[config.mk]
export PLATFORM = sky130hd
export DESIGN_NAME = tone_cmd_fifo
export DESIGN_NICKNAME = d
export VERILOG_FILES = /design/src/rtl/tone_cmd_fifo.sv
export SDC_FILE = /design/constraint.sdc
export NUM_CORES = 1
export LEC_CHECK = 0
export CAP_MARGIN = 20
export CORE_ASPECT_RATIO = 1.25
export CORE_MARGIN = 2
export CORE_UTILIZATION = 30
export CTS_BUF_LIST = sky130_fd_sc_hd__clkbuf_4
export DETAILED_ROUTE_END_ITERATION = 10
export GPL_ROUTABILITY_DRIVEN = 0
export REMOVE_ABC_BUFFERS = 1
export SYNTH_ARGS = -nofsm -noshare
export SYNTH_HDL_FRONTEND = slang
export SYNTH_SLANG_ARGS = --single-unit
[constraint.sdc]
create_clock -name clk_clk -period 5.6 [get_ports clk_clk]
set_clock_uncertainty 0.15 [all_clocks]
set_input_delay 1.12 -clock clk_clk [delete_from_list [all_inputs] [get_ports clk_clk]]
set_output_delay 1.12 -clock clk_clk [all_outputs]
set_load 0.01 [all_outputs]
[src/rtl/tone_cmd_fifo.sv]
// -----------------------------------------------------------------------------
// tone_cmd_fifo
//
// Fabric-side endpoint of the Nios tone-command PIO link. Software strobes
// 32-bit tone words in on ld_fifo. They are buffered in a FIFO and played out
// in order. Each word sounds for a programmed number of audio samples, and its
// phase increment is presented to the synthesizer oscillator while it plays.
//
// Tone word format: [31:16] phase increment, [15:0] duration in samples.
//
// Ports
//   clk_clk        in   main system clock, rising edge
//   reset_reset_n  in   asynchronous active-low reset
//   ld_fifo        in   PIO load strobe (level); each rising edge pushes one word
//   tone[TW-1:0]   in   PIO tone word, captured on the detected ld_fifo edge
//   stop           in   synchronous flush of FIFO, player and overflow flag
//   sample_tick    in   one-cycle pulse per audio sample (spacing >= 4 clocks)
//   fifo_full      out  FIFO holds DEPTH words
//   run            out  a tone is playing or words are still queued
//   phase_inc[15:0] out oscillator phase increment, 0 = silence
//   gate           out  a tone is sounding (player in PLAY)
//   overflow       out  sticky: a push arrived while the FIFO was full
//
// Push handshake: there is no ready signal back to software. A push is
// accepted on the cycle the ld_fifo rising edge is detected, if and only if
// the registered count is below DEPTH and stop is low. A push seen while full
// is dropped and flagged on overflow. A push seen together with stop is
// dropped silently. Software polls fifo_full before strobing.
// -----------------------------------------------------------------------------
module tone_cmd_fifo #(
    parameter int DEPTH = 16,
    parameter int TW    = 32
) (
    input  logic          clk_clk,
    input  logic          reset_reset_n,
    input  logic          ld_fifo,
    input  logic [TW-1:0] tone,
    input  logic          stop,
    input  logic          sample_tick,
    output logic          fifo_full,
    output logic          run,
    output logic [15:0]   phase_inc,
    output logic          gate,
    output logic          overflow
);

    localparam int AW = $clog2(DEPTH);
    // DEPTH is a power of two, so the full count is just the top count bit.
    localparam logic [AW:0] FULL_CNT = {1'b1, {AW{1'b0}}};

    typedef enum logic [0:0] {
        IDLE = 1'b0,
        PLAY = 1'b1
    } state_t;

    state_t          state;
    state_t          state_d;

    logic            ld_q;
    logic [TW-1:0]   mem [DEPTH];
    logic [AW-1:0]   wr_ptr;
    logic [AW-1:0]   rd_ptr;
    logic [AW:0]     count;
    logic [15:0]     remain;

    logic            push_req;
    logic            full;
    logic            push;
    logic            ovf_set;
    logic            pop;
    logic [TW-1:0]   head;
    logic [15:0]     head_phase;
    logic [15:0]     head_dur;

    assign push_req   = ld_fifo & ~ld_q;
    // Full comes from the registered count, so a pop on this same edge does not
    // make room for the incoming word.
    assign full       = (count == FULL_CNT);
    assign push       = push_req & ~full & ~stop;
    assign ovf_set    = push_req & full & ~stop;

    assign head       = mem[rd_ptr];
    assign head_phase = head[31:16];
    assign head_dur   = head[15:0];

    // -------------------------------------------------------------------------
    // Player FSM: state register
    // -------------------------------------------------------------------------
    always_ff @(posedge clk_clk or negedge reset_reset_n) begin
        if (!reset_reset_n) begin
            state <= IDLE;
        end else begin
            state <= state_d;
        end
    end

    // -------------------------------------------------------------------------
    // Player FSM: next state and pop decision
    // -------------------------------------------------------------------------
    always_comb begin
        state_d = state;
        pop     = 1'b0;
        case (state)
            IDLE: begin
                if (count != '0) begin
                    pop = 1'b1;
                    // A zero-duration word is consumed but never sounds.
                    if (head_dur != 16'd0) begin
                        state_d = PLAY;
                    end
                end
            end
            PLAY: begin
                if (sample_tick && (remain == 16'd1)) begin
                    state_d = IDLE;
                end
            end
            default: state_d = IDLE;
        endcase
        if (stop) begin
            state_d = IDLE;
            pop     = 1'b0;
        end
    end

    // -------------------------------------------------------------------------
    // FIFO storage (no reset needed; validity is tracked by count)
    // -------------------------------------------------------------------------
    always_ff @(posedge clk_clk) begin
        if (push) begin
            mem[wr_ptr] <= tone;
        end
    end

    // -------------------------------------------------------------------------
    // Pointers, count, overflow flag, tone registers
    // -------------------------------------------------------------------------
    always_ff @(posedge clk_clk or negedge reset_reset_n) begin
        if (!reset_reset_n) begin
            ld_q      <= 1'b0;
            wr_ptr    <= '0;
            rd_ptr    <= '0;
            count     <= '0;
            overflow  <= 1'b0;
            phase_inc <= 16'd0;
            remain    <= 16'd0;
        end else begin
            // Edge detector keeps tracking through stop so a held level
            // never turns into a late push afterwards.
            ld_q <= ld_fifo;
            if (stop) begin
                wr_ptr    <= '0;
                rd_ptr    <= '0;
                count     <= '0;
                overflow  <= 1'b0;
                phase_inc <= 16'd0;
                remain    <= 16'd0;
            end else begin
                if (push) begin
                    wr_ptr <= wr_ptr + 1'b1;
                end
                if (pop) begin
                    rd_ptr <= rd_ptr + 1'b1;
                end
                case ({push, pop})
                    2'b10:   count <= count + 1'b1;
                    2'b01:   count <= count - 1'b1;
                    default: count <= count;
                endcase
                if (ovf_set) begin
                    overflow <= 1'b1;
                end

                if (state == IDLE) begin
                    if (count == '0) begin
                        phase_inc <= 16'd0;
                    end else if (pop && (head_dur != 16'd0)) begin
                        phase_inc <= head_phase;
                        remain    <= head_dur;
                    end
                end else if (sample_tick) begin
                    // phase_inc is held through the last tick so the tone
                    // never drops out between back-to-back words.
                    remain <= remain - 16'd1;
                end
            end
        end
    end

    assign fifo_full = full;
    assign gate      = (state == PLAY);
    assign run       = (state == PLAY) | (count != '0);

endmodule

---- Word level (Yosys, flattened, before mapping) ----
Memories as Yosys holds them, arrays and structs flattened.
Index checks and enable logic that the tools add are counted.
cells by class
  $add $sub $neg .......................... 5
  $mul .................................... 0
  divide/modulo/power cells ............... 0
  $lt $le $gt $ge ......................... 0
  equality and inequality tests ........... 7
  shift operators ......................... 0
  multiplexer cells ....................... 27
  bitwise gates (word level) .............. 10
  reductions and logical operators ........ 13
operators with widths
  kind                     count
  $mux W16                 9
  $eq A16 B1 Y1 const B    1
  $mux W4                  4
  $reduce_bool A16 Y1      1
  $sub A16 B1 Y16 const B  1
  $mux W1                  11
  $pmux W5 S2              1
  $reduce_bool A3 Y1       3
  $add A4 B1 Y4 const B    2
  $ne A3 B3 Y1 const B     2
  $reduce_bool A2 Y1       3
  $add A5 B1 Y5 const B    1
  $and A1 B1 Y1            5
  $eq A5 B5 Y1 const B     1
  $logic_not A5 Y1         1
  $mux W5                  1
  $reduce_bool A5 Y1       1
  $sub A5 B1 Y5 const B    1
  $not A1 Y1               4
  $reduce_and A3 Y1        1
  $eq A2 B1 Y1 const B     1
  $eq A2 B2 Y1 const B     1
  $logic_and A1 B1 Y1      2
  $ne A2 B2 Y1 const B     1
  other kinds (3)          3
storage, ports and cells
  bits in registers ....................... 48
  bits in latches ......................... 0
  bits in writable memories ............... 512
  memory bits (read-only) ................. 0
  bits of input ports ..................... 37
  output and inout bits ................... 20
  logic and storage cells ................. 71
  memories ................................ 1
memory list
  memory  depth  width  rd ports  clocked after Yosys merged registers in  write ports  RTL line  RTL
  mem     16     32     1         0                                        1            60        logic [TW-1:0] mem [DEPTH];

---- Longest topological paths before layout ----
Gate-level depths: netlist of run 1.
  depth after elaboration ................. 9
  depth in mapped cells ................... 12
  depth with buffers taken out ............ 12

---- Worst setup path before layout of run 1 ----
Ideal clock, no wire load.
  kind .................................... in2reg
  start ................................... in stop
  end ..................................... mem mem[0][0], enable pin
  library setup time ...................... 0.421 ns
  arrival ................................. 3.168 ns
  data required time ...................... 5.029 ns
  setup slack ............................. 1.861 ns
  stages .................................. 3
  path buffers ............................ 1
  path through ............................ clkbuf_1 > or3b_2 > nor2_1
on the way
  longest elaborated chain between the ends .. 4
RTL lines
  element                        RTL line  RTL
  start, declared                38        input logic stop,
  $not A1 Y1                     79        assign push = push_req & ~full & ~stop;
  $and A1 B1 Y1                  79
  $mux W1                        130       if (push) begin
  $mux W1 (implied by the code)  131       mem[wr_ptr] <= tone;
  end, declared                  60
Every way passes these cells.

---- Final worst setup path of run 1 ----
  start ................................... reg count[0]
  end ..................................... out run
on the way
  longest elaborated chain between the ends .. 2
RTL lines
  element                 RTL line  RTL
  start, declared         63        logic [AW:0] count;
  start signal, assigned  166       2'b10: count <= count + 1'b1;
  start signal, assigned  167       2'b01: count <= count - 1'b1;
  start signal, assigned  168       default: count <= count;
  $reduce_bool A5 Y1      192       assign run = (state == PLAY) | (count != '0);
  $or A1 B1 Y1            192
  end, declared           41        output logic run,
Every way passes these cells.

==> results.sh, run 1 <==
export IMPL_status="finished, final reports clean"
export IMPL_start_util_pct=30.16
export IMPL_synth_edf_count=512
export IMPL_clkSinkCount=560
export IMPL_final_hold_viol_count=0
export IMPL_synth_compound_area_share_pct=4.123
export IMPL_grt_usage_pct=13.39
export IMPL_path_clk_slew_ns=0.07
export IMPL_synth_commonest_cells="edfxtp_1 (512), mux4_2 (133), dfrtp_1 (48)"
export IMPL_ys_warn_count=0
export IMPL_wirelength_mm=49.85
export IMPL_post_cts_buffers=0
export IMPL_post_dp_cell_area_mm2=0.02387
export IMPL_synthXorXnorAreaFrac_pct=0.4770
export IMPL_grt_overflow=0
export IMPL_setup_tns_final_ns=0
export IMPL_h_tree_depth=4
export IMPL_relSlewSlack_pct=25.93
export IMPL_grt_pass1_vias=12070
export IMPL_finalSetupViolations=0
export IMPL_synth_adder_area_share_pct=0.5111
export IMPL_drive_gt1_share_pct=30.66
export IMPL_nets=1298
export IMPL_wire_per_inst_um=21.50
export IMPL_yosysSeqAreaShare_pct=75.23
export IMPL_portBuffers=56
export IMPL_drc=0
export IMPL_syn_instance_count=1082
export IMPL_rsz0062_at_grt="false"
export IMPL_multi_input_area_mm2=0.005189
export IMPL_critPathRequiredTime_ns=4.33
export IMPL_worstMarginPinSlew_ns=1.111
export IMPL_cts_tree="yes"
export IMPL_critPathKind="flop to output port"
export IMPL_vias=11260
export IMPL_ant_nets=0
export IMPL_p_sw_uw=2926
export IMPL_synth_seq_cells=560
export IMPL_async_reset_ff_share_pct=8.571
export IMPL_arrival_ns=2.92
export IMPL_ys_flop_type="edfxtp_1"
export IMPL_swShare_pct=27.58
export IMPL_max_freq_mhz=238.9
export IMPL_intPower_uw=7683
export IMPL_synth_simple_area_share_pct=3.504
export IMPL_fillCellCount=6880
export IMPL_utilization_pct=35.20
export IMPL_syn_to_final_growth_pct=16.71
export IMPL_synthMostInstantiatedCell="edfxtp_1"
export IMPL_power_density_mw_per_mm2=412.6
export IMPL_synth_top_family_by_area="multiplexers"
export IMPL_post_cts_resized=0
export IMPL_viasPerCell=4.856
export IMPL_ios=57
export IMPL_dpl_hpwl_mm=28.58
export IMPL_synth_area_per_cell_um2=20.36
export IMPL_rows=111
export IMPL_cts_inserted_buffers=135
export IMPL_hold_class="input pin to async pin"
export IMPL_dieArea_mm2=0.07564
export IMPL_grt_pass1_wl_mm=74.90
export IMPL_startpoint_type="flop"
export IMPL_fp_coreArea_mm2=0.07305
export IMPL_ys_types=54
export IMPL_drt_iter0_markers=824
export IMPL_antenna_found_initial=2
export IMPL_cp_max_fo=5
export IMPL_design_area_mm2=0.02572
export IMPL_combPwrFrac_pct=20.9
export IMPL_p_clk_share_pct=32.5
export IMPL_p_leak_uw=0.008215
export IMPL_power_share_sequential_pct=46.6
export IMPL_synth_top_area_share_pct=69.78
export IMPL_die_h_um=307.0
export IMPL_period_share_pct=74.75
export IMPL_hold_buffers=0
export IMPL_grt_max_degree=45
export IMPL_syn_area_mm2=0.02203
export IMPL_worstSetupEndpointType="output port"
export IMPL_yosysTopAreaCell="edfxtp_1"
export IMPL_die_width_um=246.4
export IMPL_slew_violations=0
export IMPL_regArea_mm2=0.01659
export IMPL_clock_path_buffers=3
export IMPL_post_route_min_period_ns=4.186
export IMPL_firstDrtPassIters=7
export IMPL_synth_area_leaders="edfxtp_1 (70%), mux4_2 (14%), dfrtp_1 (5.5%)"
export IMPL_muxShareOfSynthArea_pct=14.71
export IMPL_drv_cap=0
export IMPL_fin_total_pwr_uw=10610
export IMPL_ir_worst_vdd_uv=166.3
export IMPL_clock_latency_ns=0.86
export IMPL_cts_root_buf="clkbuf_4"
==> final timing paths <==
| path | slack [ns] | endpoint | cells after the start | start |
|---|---|---|---|---|
| setup / recovery | 1.41 | run | 4 | count[0] |
| hold / removal | 0.12 | phase_inc[8] | 1 | reset_reset_n |
| setup reg to reg | 1.55 | remain[13] | 8 | rd_ptr[0] |
| hold reg to reg | 0.35 | remain[10] | 1 | remain[10] |
| max in group asynchronous | 4.24 | rd_ptr[0] | 2 | reset_reset_n |
| min in group clk_clk | 0.35 | remain[10] | 1 | remain[10] |
==> sequential cells by signal (all words and copies together) (netlist names) <==
register	count
gate	1
overflow	1
ld_q	1
wr_ptr	4
remain	16
mem	512
rd_ptr	4
phase_inc	16
count	5
==> area by class of cell <==
type,instances,area share (%)
flip-flops and latches,560,64.50
multi-input cells,457,20.18
clock buffers,199,5.809
well taps,960,4.671
repair buffers,87,3.454
clock inverters,43,1.221
inverters,11,0.1606
diodes,1,0.009731
==> per-stage QoR <==
stage | std cells | hold WS [ns] | worst slack [ns]
after global placement | 2069 | 0.3271 | 1.470
after global routing | 2318 | 0.09634 | 1.245
after detailed placement | 2073 | 0.3297 | 1.435
final | 2318 | 0.1156 | 1.414
after CTS | 2315 | 0.04872 | 1.242
after floorplan | 1028 | 0.2984 | -1.911
==> worst max-delay path, cell delays in order (launching register included) <==
cell and delay, ns:
dfrtp_1 0.43, or4_1 0.61, nor2_1 0.39, nand2_1 0.11
clkdlybuf4s50_1 0.51
==> power by group through the flow <==
| stage | combinational, µW | sequential, µW | clock (µW) |
|---|---|---|---|
| floorplan | 1520 | 5130 | 0 |
| global placement | 2220 | 5040 | 0 |
| detailed placement | 2240 | 5040 | 0 |
| CTS | 2250 | 4950 | 3550 |
| global route | 2400 | 4980 | 3740 |
| finish | 2220 | 4950 | 3450 |
==> layout by cell type (no fill, tap or decap), types with 11 or more instances in the layout <==
cell / count
nor3_1: 11
nor2_1: 42
a21oi_1: 27
nor2b_1: 23
clkinv_1: 25
clkdlybuf4s50_1: 55
and3_2: 13
mux4_2: 133
a22o_1: 16
a211oi_1: 20
dfrtp_1: 44
nand2_1: 29
edfxtp_1: 512
buf_4: 23
a22oi_1: 22
clkbuf_4: 199
mux2i_1: 19
==> per-layer routing <==
metal | global-route usage (%) | vias up | wire length [µm] | part of all wire [%]
met5 | 0 | - | 9 | 0.018
met4 | 5.814 | 2 | 1294 | 2.6
met3 | 2.662 | 83 | 2680 | 5.4
met2 | 22.28 | 364 | 25360 | 51
met1 | 16.95 | 5891 | 20500 | 41
li1 | - | 4916 | - | -
==> cell families (layout without fill, tap and decap cells) <==
logic type | Yosys count | count (layout)
flops | 560 | 560
mux | 157 | 157
simple gates | 153 | 153
compound gates | 126 | 126
buf+inv | 65 | 340
xor+xnor | 12 | 12
fa+ha+maj | 9 | 9
other cells | 0 | 1
Note: power is estimated with default switching activity, not from simulation.
==> inputs of run 2 (changes only) <==
Clock period 5.6 ns to 3.4 ns, I/O delays scaled along.
==> run 2 against run 1 <==
Final area grew 2.6%. Clock power grew 71%. Setup slack lost 1.3 ns. Sequential power grew 62%. Sequential cell count is the same. Critical path type is now flop to flop. Critical endpoint is now phase_inc[7].
==> results.sh, run 2 (synthesized netlist as in run 1, its figures left out) <==
export IMPL_dieArea_mm2=0.07564
export IMPL_wirelength_mm=52.20
export IMPL_critPathKind="flop to flop"
export IMPL_fillCellCount=6874
export IMPL_rows=111
export IMPL_cp_max_fo=16
export IMPL_hold_class="input pin to async pin"
export IMPL_clock_latency_ns=0.83
export IMPL_post_route_min_period_ns=3.265
export IMPL_multi_input_area_mm2=0.005200
export IMPL_p_leak_uw=0.008544
export IMPL_top_regs="mem: 512 flops, phase_inc: 16 flops, remain: 16 flops"
export IMPL_firstDrtPassIters=5
export IMPL_grt_pass1_vias=12150
export IMPL_antenna_found_initial=3
export IMPL_die_width_um=246.4
export IMPL_stdcell_count=2352
export IMPL_finalSetupViolations=0
export IMPL_max_freq_mhz=306.3
export IMPL_design_area_mm2=0.02639
export IMPL_final_hold_viol_count=0
export IMPL_fp_coreArea_mm2=0.07305
export IMPL_viasPerCell=4.906
export IMPL_grt_pass1_wl_mm=77.81
export IMPL_post_place_cells=2116
export IMPL_cts_root_buf="clkbuf_4"
export IMPL_worstMarginPinSlew_ns=0.7756
export IMPL_post_dp_cell_area_mm2=0.02446
export IMPL_path_clk_slew_ns=0.07
export IMPL_clock_path_buffers=3
export IMPL_slew_violations=0
export IMPL_nets=1341
export IMPL_utilization_pct=36.13
export IMPL_largest_register_ffs=512
export IMPL_cts_tree="yes"
export IMPL_start_util_pct=30.16
export IMPL_drive_gt1_share_pct=33.50
export IMPL_power_density_mw_per_mm2=681.0
export IMPL_worstSetupEndpointType="flop"
export IMPL_hold_ws_ns=0.2756
export IMPL_regArea_mm2=0.01659
export IMPL_critPathRequiredTime_ns=3.96
export IMPL_top_register="mem"
export IMPL_relSlewSlack_pct=48.10
export IMPL_drt_iter0_markers=960
export IMPL_dpl_hpwl_mm=30.19
export IMPL_grt_max_degree=44
export IMPL_drv_cap=0
export IMPL_startpoint_type="flop"
export IMPL_final_cell_mix="edfxtp_1 (512), clkbuf_4 (201), mux4_2 (133)"
export IMPL_syn_to_final_growth_pct=19.78
export IMPL_ios=57
export IMPL_ant_nets=0
export IMPL_grt_usage_pct=13.96
export IMPL_cts_inserted_buffers=134
export IMPL_status="finished, final reports clean"
export IMPL_drc=0
export IMPL_setup_tns_final_ns=0
export IMPL_wire_per_inst_um=22.20
export IMPL_die_h_um=307.0
export IMPL_clkSinkCount=560
export IMPL_arrival_ns=3.83
export IMPL_vias=11540
export IMPL_h_tree_depth=4
export IMPL_ir_worst_vdd_uv=233.7
export IMPL_period_share_pct=96.04
export IMPL_portBuffers=56
export IMPL_final_common_cell="edfxtp_1"
export IMPL_grt_overflow=0
-- run 2: cell count changes in the layout (fill, tap and decap cells not counted), sizes merged --
cell,delta
dlygate4sd3,+1
clkbuf,+4
bufinv,+3
clkdlybuf4s50,-2
dlygate4sd2,+1
clkinvlp,-1
clkinv,-11
inv,-3
buf,+42
-- run 2: timing repair --
item                                   CTS  global route
endpoints found under the hold margin   14             0
hold buffers                             1             0
setup buffers                            0             1
gates resized for setup                  5             5
pin swaps                                1             0
cloned                                   0             1
setup endpoints to repair                2            26
-- run 2: final timing paths --
check                         startpoint             to  slack (ns)  cells past startpoint
hold / removal             reset_reset_n     remain[13]        0.28                      2
hold reg to reg               remain[10]     remain[10]        0.34                      1
setup reg to reg               rd_ptr[0]   phase_inc[7]        0.13                     10
max in group asynchronous  reset_reset_n  phase_inc[15]        2.18                      3
min in group clk_clk             ld_fifo           ld_q        0.30                      1
setup / recovery               rd_ptr[0]   phase_inc[7]        0.13                     10
-- run 2: metal layers --
layer,part of all wire [%],vias to the layer above,track usage [%]
li1,-,4992,-
met1,41,6126,17.28
met2,52,324,23.93
met3,4.6,93,2.976
met4,2.4,4,5.198
met5,0.057,-,0
-- run 2: report_power, final --
part	switching [µW]	internal [µW]
logic	2010	2050
registers	257	7740
clock network	2600	3310
total	4870	13100
-- run 2: cell type report --
| type | instances | share of cell area (%) |
|---|---|---|
| inverter | 11 | 0.1564 |
| tap | 960 | 4.551 |
| multi-input combinational | 457 | 19.70 |
| timing repair buffer | 131 | 5.675 |
| sequential | 560 | 62.85 |
| antenna | 1 | 0.009482 |
| clock inverter | 31 | 1.337 |
| clock buffer | 201 | 5.718 |
-- run 2: worst max-delay path, stage by stage (launching register included) --
cell and delay, ns:
dfrtp_4 0.52, buf_12 0.19, mux4_2 0.52, mux4_2 0.53, nor3_2 0.17, buf_4 0.14
and3_2 0.25, nand2_2 0.08, o31ai_4 0.22, buf_12 0.19, a22o_1 0.16
-- run 2: per-stage QoR --
stage	setup slack, ns	power [µW]
6_report	0.1348	17970
3_5_place_dp	0.1265	12210
2_1_floorplan	-4.111	10970
4_1_cts	0.04200	18180
3_3_place_gp	0.1728	12150
5_1_grt	-0.003689	18870
==> inputs of run 3 (changes only) <==
Settings changed: CAP_MARGIN 20 to default, CORE_UTILIZATION 30 to 50, PLACE_DENSITY from default to 0.69.
==> run 3 against run 2 <==
Setup slack worse by 0.017 ns. Critical path type is now flop to output port. Critical path depth down 5. Worst hold slack worse by 0.046 ns. Clock-buffer cell count down 13. Sequential share of layout area up 1.7 points. Largest power group unchanged. Highest routed layer unchanged. Total power down 2.7%.
==> results.sh, run 3 (synthesized netlist as in run 1, its figures left out) <==
export IMPL_status="finished, final reports clean"
export IMPL_clkSinkCount=560
export IMPL_slowest_stage="or4_4"
export IMPL_power_density_mw_per_mm2=680.7
export IMPL_drc=0
export IMPL_drv_cap=0
export IMPL_rrSetupSlack_ns=0.18
export IMPL_crit_chain="or4_4 -> nor2_4 -> buf_4 -> nand2_1 -> dlygate4sd2_1"
export IMPL_worstSetupEndpointType="output port"
export IMPL_fillCellCount=3231
export IMPL_grt_usage_pct=21.69
export IMPL_dpl_hpwl_mm=25.88
export IMPL_syn_to_final_growth_pct=16.61
export IMPL_grt_pass1_vias=12030
export IMPL_gr_usage_met1_pct=28.13
export IMPL_critPathRequiredTime_ns=2.57
export IMPL_wirelength_mm=47.26
export IMPL_post_route_min_period_ns=3.282
export IMPL_hold_class="input pin to flop"
export IMPL_cts_inserted_buffers=138
export IMPL_final_cell_mix="edfxtp_1 (512), clkbuf_4 (188), mux4_2 (133)"
export IMPL_regArea_mm2=0.01659
export IMPL_power_share_sequential_pct=45.5
export IMPL_crit_path_end="run"
export IMPL_drt_iter0_markers=1034
export IMPL_p_leak_uw=0.008432
export IMPL_top_regs="mem: 512 flops, phase_inc: 16 flops, remain: 16 flops"
export IMPL_use_met2_pct=36.01
export IMPL_r2r_start="rd_ptr[0]"
export IMPL_p_sw_uw=4788
export IMPL_arrival_ns=2.45
export IMPL_multi_input_area_mm2=0.005202
export IMPL_startpoint="count[1]"
export IMPL_setup_tns_final_ns=0
export IMPL_intPower_uw=12700
export IMPL_fp_coreArea_mm2=0.04379
export IMPL_critPathKind="flop to output port"
export IMPL_ios=57
export IMPL_die_width_um=191.8
export IMPL_ant_nets=0
export IMPL_path_clk_slew_ns=0.07
export IMPL_grt_overflow=0
export IMPL_relSlewSlack_pct=26.31
export IMPL_slowest_delay_ns=0.59
export IMPL_period_share_pct=96.54
export IMPL_setup_ws_ns=0.1177
export IMPL_rows=86
export IMPL_final_common_cell="edfxtp_1"
export IMPL_stdcell_count=1966
export IMPL_startpoint_type="flop"
export IMPL_grt_pass1_wl_mm=72.00
export IMPL_largest_register_ffs=512
export IMPL_rsz0062_at_grt="false"
export IMPL_portBuffers=56
export IMPL_grt_busiest_layer="met2"
export IMPL_r2r_end="phase_inc[8]"
export IMPL_clock_latency_ns=0.86
export IMPL_final_hold_viol_count=0
export IMPL_worstMarginPinSlew_ns=1.105
export IMPL_rr_worst_depth=9
export IMPL_max_freq_mhz=304.7
export IMPL_finalSetupViolations=0
export IMPL_h_tree_depth=4
export IMPL_viasPerCell=5.866
export IMPL_antenna_found_initial=2
export IMPL_p_clk_share_pct=31.8
export IMPL_grt_use_met3_pct=4.154
export IMPL_slew_violations=0
export IMPL_die_h_um=238.7
export IMPL_grt_max_degree=41
export IMPL_drive_gt1_share_pct=32.16
export IMPL_cts_root_buf="clkbuf_4"
export IMPL_ir_worst_vdd_uv=340.6
export IMPL_dieArea_mm2=0.04577
export IMPL_utilization_pct=58.67
export IMPL_cts_tree="yes"
export IMPL_wire_per_inst_um=24.04
export IMPL_combPwrFrac_pct=22.7
export IMPL_start_util_pct=50.31
export IMPL_top_register="mem"
export IMPL_clock_path_buffers=3
export IMPL_nets=1337
export IMPL_place_ws_ns=0.1514
export IMPL_swShare_pct=27.37
export IMPL_firstDrtPassIters=7
export IMPL_vias=11530
export IMPL_post_place_cells=1721
export IMPL_cp_max_fo=4
run 3: routing by layer:
layer,up-vias,part of all wire (%)
met5,-,0.028
met2,397,52
met3,81,5.2
li1,5008,-
met1,6045,41
met4,2,2.5
run 3: final cells by class:
class,instances,share of cell area [%]
sequential,560,64.55
multi-input combinational,457,20.25
clock buffer,188,5.493
timing repair buffer,123,5.337
tap,572,2.785
clock inverter,54,1.412
inverter,11,0.1607
antenna,1,0.009739
run 3: worst min-delay path by stage:
stage | start | endpoint | slack [ns] | depth (start not counted)
detailed placement | remain[10] | remain[10] | 0.32 | 1
global placement | remain[6] | remain[6] | 0.32 | 1
floorplan | reset_reset_n | count[0] | 0.23 | 0
CTS | ld_fifo | ld_q | 0.15 | 1
global route | ld_fifo | ld_q | 0.20 | 1
finish | ld_fifo | ld_q | 0.23 | 1
run 3: metrics by stage:
| stage | hold WS, ns | total power (µW) | instance area [µm²] |
|---|---|---|---|
| global placement | 0.3232 | 12030 | 23890 |
| detailed placement | 0.3222 | 12060 | 23890 |
| CTS | 0.1478 | 17670 | 25690 |
| global route | 0.2015 | 18350 | 25690 |
| floorplan | 0.2344 | 10970 | 21760 |
| finish | 0.2296 | 17490 | 25690 |
run 3: critical path, delay by kind of cell, from the launching register on:
family | cells | cell delay (ns)
flip-flops | 1 | 0.42
AND/OR/NAND/NOR | 3 | 0.76
buffers and inverters | 2 | 0.43
run 3: timing repair:
action | CTS | global route
setup buffers | 1 | 0
hold buffers | 1 | 0
setup endpoints to repair | 2 | 1
gates resized for setup | 5 | 1
hold endpoints to repair | 38 | 0
run 3: power groups by stage:
stage | clock [µW] | sequential (µW) | combinational, µW
after floorplan | 0 | 8460 | 2510
after global placement | 0 | 8100 | 3930
after detailed placement | 0 | 8100 | 3960
after CTS | 5730 | 7960 | 3980
after global routing | 6060 | 7980 | 4300
final | 5560 | 7960 | 3960
==> RTL edit 1, RTL diff (settings of run 2) <==
Set the parameter `TW` to 64 (it was 32).
--- a/src/rtl/tone_cmd_fifo.sv
+++ b/src/rtl/tone_cmd_fifo.sv
@@ -31,3 +31,3 @@
     parameter int DEPTH = 16,
-    parameter int TW    = 32
+    parameter int TW    = 64
 ) (
Interface: changed (resized tone); port bits go from 57 to 89. The function was not compared with the original's and may differ.
==> RTL edit 1 against run 2 <==
  * Sequential power down 0.9%
  * Setup slack worse by 71 ps
  * Highest routed layer unchanged
  * Sequential cell count unchanged
  * Routed wire length down 1.6%
  * Final area up 1.7%
  * Area after synthesis about the same
  * First-iteration DRC count down 8.3%
  * Total power down 0.58%
  * Synthesized cell count up 2.7%
==> RTL edit 1: results (changes against run 2) <==
| Metric | Value |
|---|---|
| Status | `finished, final reports clean` |
| Nets@finish | `1413 (+5.4%)` |
| Complex-gate fraction of the synthesized area | `4.879% (+0.76 points)` |
| GRT met2 Usage | `23.16% (-0.77 points)` |
| GRT Overall Usage | `13.74% (-0.22 points)` |
| Number of fill cells | `6794 (-1.2%)` |
| Crit path max fanout | `13 (-3)` |
| Worst-case reg-to-reg path depth | `14 (+4)` |
| CP Capture Point | `remain[7]$_DFFE_PN0P_` |
| Top post-synthesis cells by area | `edfxtp_1, mux4_2, dfrtp_1` |
| Pin count of the biggest net entering global routing | `67 (+52%)` |
| XOR/XNOR Fraction of Synth Area | `0.3578% (-0.12 points)` |
| Syn Area/Cell | `19.83 µm² (-2.6%)` |
| Yosys cell types | `49 (-9.3%)` |
| Hold Path Class | `in2async` |
| Max stage delay on crit path | `500 ps (-30 ps)` |
| M1 wire length | `21.22 mm (-1.1%)` |
| Worst ir drop on vdd | `0.2991 mV (+28%)` |
| Placed cells | `2146 (+1.4%)` |
| IO Port Bufs | `56 (unchanged)` |
| Share of layout cells above drive strength 1 | `34.25% (+0.75 points)` |
| First-pass GRT wire length | `77.01 mm (-1.0%)` |
| Via count | `11.75k (+1.9%)` |
| Routed wire length | `51.34 mm (-1.6%)` |
| Reg area | `0.01658 mm² (about the same)` |
| HPWL after detailed placement | `28.93 mm (-4.2%)` |
| GR Util met3 | `2.932% (-0.044 points)` |
| Signal inverters | `7 (-4)` |
| Fraction of the mapped netlist area in adder cells | `0.5112% (about the same)` |
| Seq cells post-synth | `560 (unchanged)` |
| Post-place setup slack | `6.757 ps (-119.7 ps)` |
| Post-synthesis mux area share | `14.00% (-0.72 points)` |
| Antenna Cells | `2 (+1)` |
| Leak pwr | `8.712 nW (+2.0%)` |
| R2r setup slk | `60 ps (-70 ps)` |
| Comb_multi_in | `478 (+4.6%)` |
| Clkbuf count | `193 (-4.0%)` |
| Footprint of the multi-input gates | `0.005361 mm² (+3.1%)` |
| Crit path DAT | `3950 ps (+120 ps)` |
| Post-synthesis sequential area ratio | `75.25% (about the same)` |
| Latest clock arrival within the worst-skew pair | `860 ps (+30 ps)` |
| Worst-margin pin slew | `1017 ps (+241.6 ps)` |
| Final period util | `98.12% (+2.1 points)` |
| Clock root buffer | `clkbuf_4` |
| Met2 routed WL | `26.42 mm (-2.3%)` |
| Layout non-clock buf frac | `7.008% (+1.3 points)` |
| Plain + repair buffers | `154 (+18%)` |
| Commonest cells post-synth | `edfxtp_1, mux4_2, dfrtp_1, nor2_1, nand2_1` |
| WL met3 | `2.563 mm (+5.8%)` |
| Cell Count, Final, Fillers Out | `2384 (+1.4%)` |
RTL edit 1: per-stage QoR:
stage,hold slack (ps),instance area (µm²)
after floorplan,234.4,21730
after global placement,313.3,24700
after CTS,67.33,26560
after global routing,15.71,26850
final,63.54,26850
after detailed placement,318.0,24700
RTL edit 1: worst max-delay path: cells and delay by family, from the launching register on:
| kind | cells | cell delay, ps |
|---|---|---|
| buf+inv | 6 | 950 |
| compound gates | 4 | 680 |
| simple gates | 3 | 520 |
| mux | 1 | 500 |
| flops | 1 | 440 |
RTL edit 1: power breakdown:
| part | switching, mW | total, mW | internal [mW] |
|---|---|---|---|
| clock network | 2.58 | 5.78 | 3.21 |
| registers | 0.182 | 7.93 | 7.75 |
| logic | 2.08 | 4.15 | 2.08 |
RTL edit 1: what timing repair did:
action,in CTS,in global routing
setup buffers,0,7
gates resized for setup,7,33
cloned,1,3
hold endpoints to repair,37,0
endpoints found under the setup margin,5,33
pin swaps,0,2
hold buffers,1,0
==> RTL edit 2, RTL diff (flow settings as in run 2) <==
Without the edit above. Reset style: synchronous (`reset_reset_n`), changed in 2 clocked blocks. Comments in the files are not updated.
--- a/src/rtl/tone_cmd_fifo.sv
+++ b/src/rtl/tone_cmd_fifo.sv
@@ -88,3 +88,3 @@
     // -------------------------------------------------------------------------
-    always_ff @(posedge clk_clk or negedge reset_reset_n) begin
+    always_ff @(posedge clk_clk) begin
         if (!reset_reset_n) begin
@@ -137,3 +137,3 @@
     // -------------------------------------------------------------------------
-    always_ff @(posedge clk_clk or negedge reset_reset_n) begin
+    always_ff @(posedge clk_clk) begin
         if (!reset_reset_n) begin
Function: differs if reset_reset_n is asserted again (counterexample within 4 cycles, from zero or initial values and one cycle with reset_reset_n low); with reset_reset_n held inactive, the same outputs for 4 cycles.
==> RTL edit 2 against run 2 <==
  * Count of clock-buffer cells in the layout increased by 5
  * Setup slack improved by 52 ps
  * Critical endpoint is now phase_inc[5]$_SDFFE_PP0P_
  * Synthesized cell count increased by 2.0%
  * Die area decreased by 0.71%
  * First-iteration DRC count decreased by 11%
  * Routed wire length decreased by 2.1%
  * Critical path type unchanged
  * Final area decreased by 0.78%
  * Sequential cell count increased by 4
  * Sequential share of layout area decreased by 0.11 points
  * Area after synthesis decreased by 0.72%
Power is not compared: it rests on default switching activity, and its combinational part moved more than twofold at a synthesized area within 25%.
==> RTL edit 2: results (changes against run 2) <==
| Metric | Value |
|---|---|
| Status | `finished, final reports clean` |
| Final hold slack | `212.4 ps (-63.18 ps)` |
| HPWL after detailed placement | `31.41 mm (+4.0%)` |
| Routed wire per std cell | `21.45 µm (-3.4%)` |
| Post-synthesis sequential area ratio | `75.04% (-0.19 points)` |
| Top post-synthesis cells by area | `edfxtp_1, mux4_2, dfxtp_1` |
| Top Registers | `mem x512, phase_inc x16, remain x16` |
| Sw Pwr | `3.002 mW` |
| Worst-case reg-to-reg path depth | `9 (-1)` |
| Crit path DAT | `3930 ps (+100 ps)` |
| Vias in the first global route | `12.41k (+2.2%)` |
| IO Port Bufs | `56 (unchanged)` |
| Top FF cell, synth | `edfxtp_1` |
| Number of fill cells | `6792 (-1.2%)` |
| Initial antenna violation count | `5 (+2)` |
| Number of flops mapped to enable cells by yosys | `512 (unchanged)` |
| Setup WS post-layout | `187.1 ps (+52.31 ps)` |
| Longest Clk Path Bufs | `3 (unchanged)` |
| Crit path max fanout | `14 (-2)` |
| Pin count of the biggest net entering global routing | `50 (+14%)` |
| Nets@finish | `1357 (+1.2%)` |
| Via count | `11.45k (-0.80%)` |
| FF-to-FF End | `phase_inc[5]$_SDFFE_PP0P_` |
| Worst ir drop on vdd | `0.2712 mV` |
| Post-cts sizing count | `8 (+3)` |
| Post-place setup slack | `-144.8 ps (-271.3 ps)` |
| Synth Warn # | `0 (unchanged)` |
| Share of layout cells above drive strength 1 | `33.05% (-0.45 points)` |
| H-tree depth | `4 (unchanged)` |
| Setup Buffers After CTS | `0 (unchanged)` |
| Hold_sp | `ld_fifo` |
| Router iterations before antenna repair | `7 (+2)` |
| 1st-iter DRT viols | `858 (-11%)` |
| Hold Path Class | `in2reg` |
| Latest clock arrival within the worst-skew pair | `950 ps (+120 ps)` |
| Hold Crit Endpoint | `ld_q$_SDFF_PN0_` |
| Slew Limit Headroom | `47.51% (-0.59 points)` |
| Yosys cell types | `43 (-20%)` |
| Asr flop ratio synth | `0% (-8.6 points)` |
| Hold path depth | `2` |
| Leak pwr | `8.137 nW` |
| First-pass GRT wire length | `76.91 mm (-1.2%)` |
| Reg area | `0.01643 mm² (-0.95%)` |
| CTS Buf Count | `144 (+7.5%)` |
| Commonest cells post-synth | `edfxtp_1, mux4_2, nand2_1, dfxtp_1, nor2_1` |
| Placed cell area | `0.02424 mm² (-0.92%)` |
| GRT Overall Usage | `13.89% (-0.072 points)` |
| Clock root buffer | `clkbuf_4` |
| Clk pin slew, worst setup/hold paths | `60 ps` |
## RTL edit 2: changes by cell type in the layout (fill, tap and decap cells not counted), moves of 10 or more
cell      change
dfxtp_1      +47
dfrtp_1      -43
nand2_1      +27
nand3_1      +27
clkinv_1     +19
a22oi_1      +18
a211oi_1     -16
nor2b_1      -16
a22o_1       -14
mux2i_1      -14
and3_2       -13
mux4_2       +11
nor2_1       -10
## RTL edit 2: stage by stage
| stage | instances | TNS, ps |
|---|---|---|
| after CTS | 2374 | 0 |
| after global routing | 2382 | 0 |
| after detailed placement | 2116 | -144.8 |
| final | 2382 | 0 |
| after floorplan | 1041 | -306780 |
| after global placement | 2116 | -97.35 |
## RTL edit 2: worst max-delay path: stages, from the launching register on
cell,delay (ps)
dfxtp_1,830
nor2_1,380
a22oi_1,300
nand2_1,200
nor4_2,320
nand2_1,160
o21ai_4,190
buf_4,310
nand3_1,120
a21oi_1,170
## RTL edit 2: logic make-up (layout without fill, tap and decap cells)
kind of cell | count (synthesis) | count (layout) | synth area share, %
and+or+nand+nor | 181 | 181 | 3.798
AOI/OAI and AO/OA | 114 | 114 | 3.489
xor gates and xnor gates | 11 | 11 | 0.4404
other | 0 | 8 | 0
DFF | 564 | 564 | 75.04
muxes | 149 | 149 | 15.05
buffers and inverters | 75 | 393 | 1.601
adders and majority gates | 10 | 10 | 0.5720
## RTL edit 2: how the worst max path moves through the flow
stage                          start                         to  depth (start not counted)
6_report                    register  phase_inc[5]$_SDFFE_PP0P_                          9
5_1_grt                     register     remain[8]$_SDFFE_PP0P_                         11
3_3_place_gp                 ld_fifo      count[4]$_SDFFE_PP0P_                         12
2_1_floorplan               register     remain[0]$_SDFFE_PP0P_                          8
4_1_cts        count[1]$_SDFFE_PP0P_                        run                          3
3_5_place_dp                 ld_fifo      count[4]$_SDFFE_PP0P_                         12
## RTL edit 2: layout make-up
type | count | share of cell area (%)
Clock inverter | 52 | 1.395
Multi-Input combinational cell | 465 | 20.02
Clock buffer | 206 | 5.906
Tap cell | 952 | 4.549
Inverter | 12 | 0.1720
Antenna cell | 8 | 0.07645
Sequential cell | 564 | 62.74
Timing Repair Buffer | 123 | 5.136
## RTL edit 2: power groups by stage
stage | Sequential (mW) | Combinational [mW] | Clock [mW]
after floorplan | 7.76 | 0.205 | 0
after CTS | 7.59 | 0.451 | 6.12
after global routing | 7.59 | 0.483 | 6.48
after global placement | 7.74 | 0.431 | 0
after detailed placement | 7.74 | 0.447 | 0
final | 7.59 | 0.444 | 5.92
## RTL edit 2: per-layer routing
metal  share of wire, %  GRT usage, %
met1                 39         16.18
met2                 54         24.46
met3                5.3         3.983
met4                1.8         4.510
met5              0.080             0
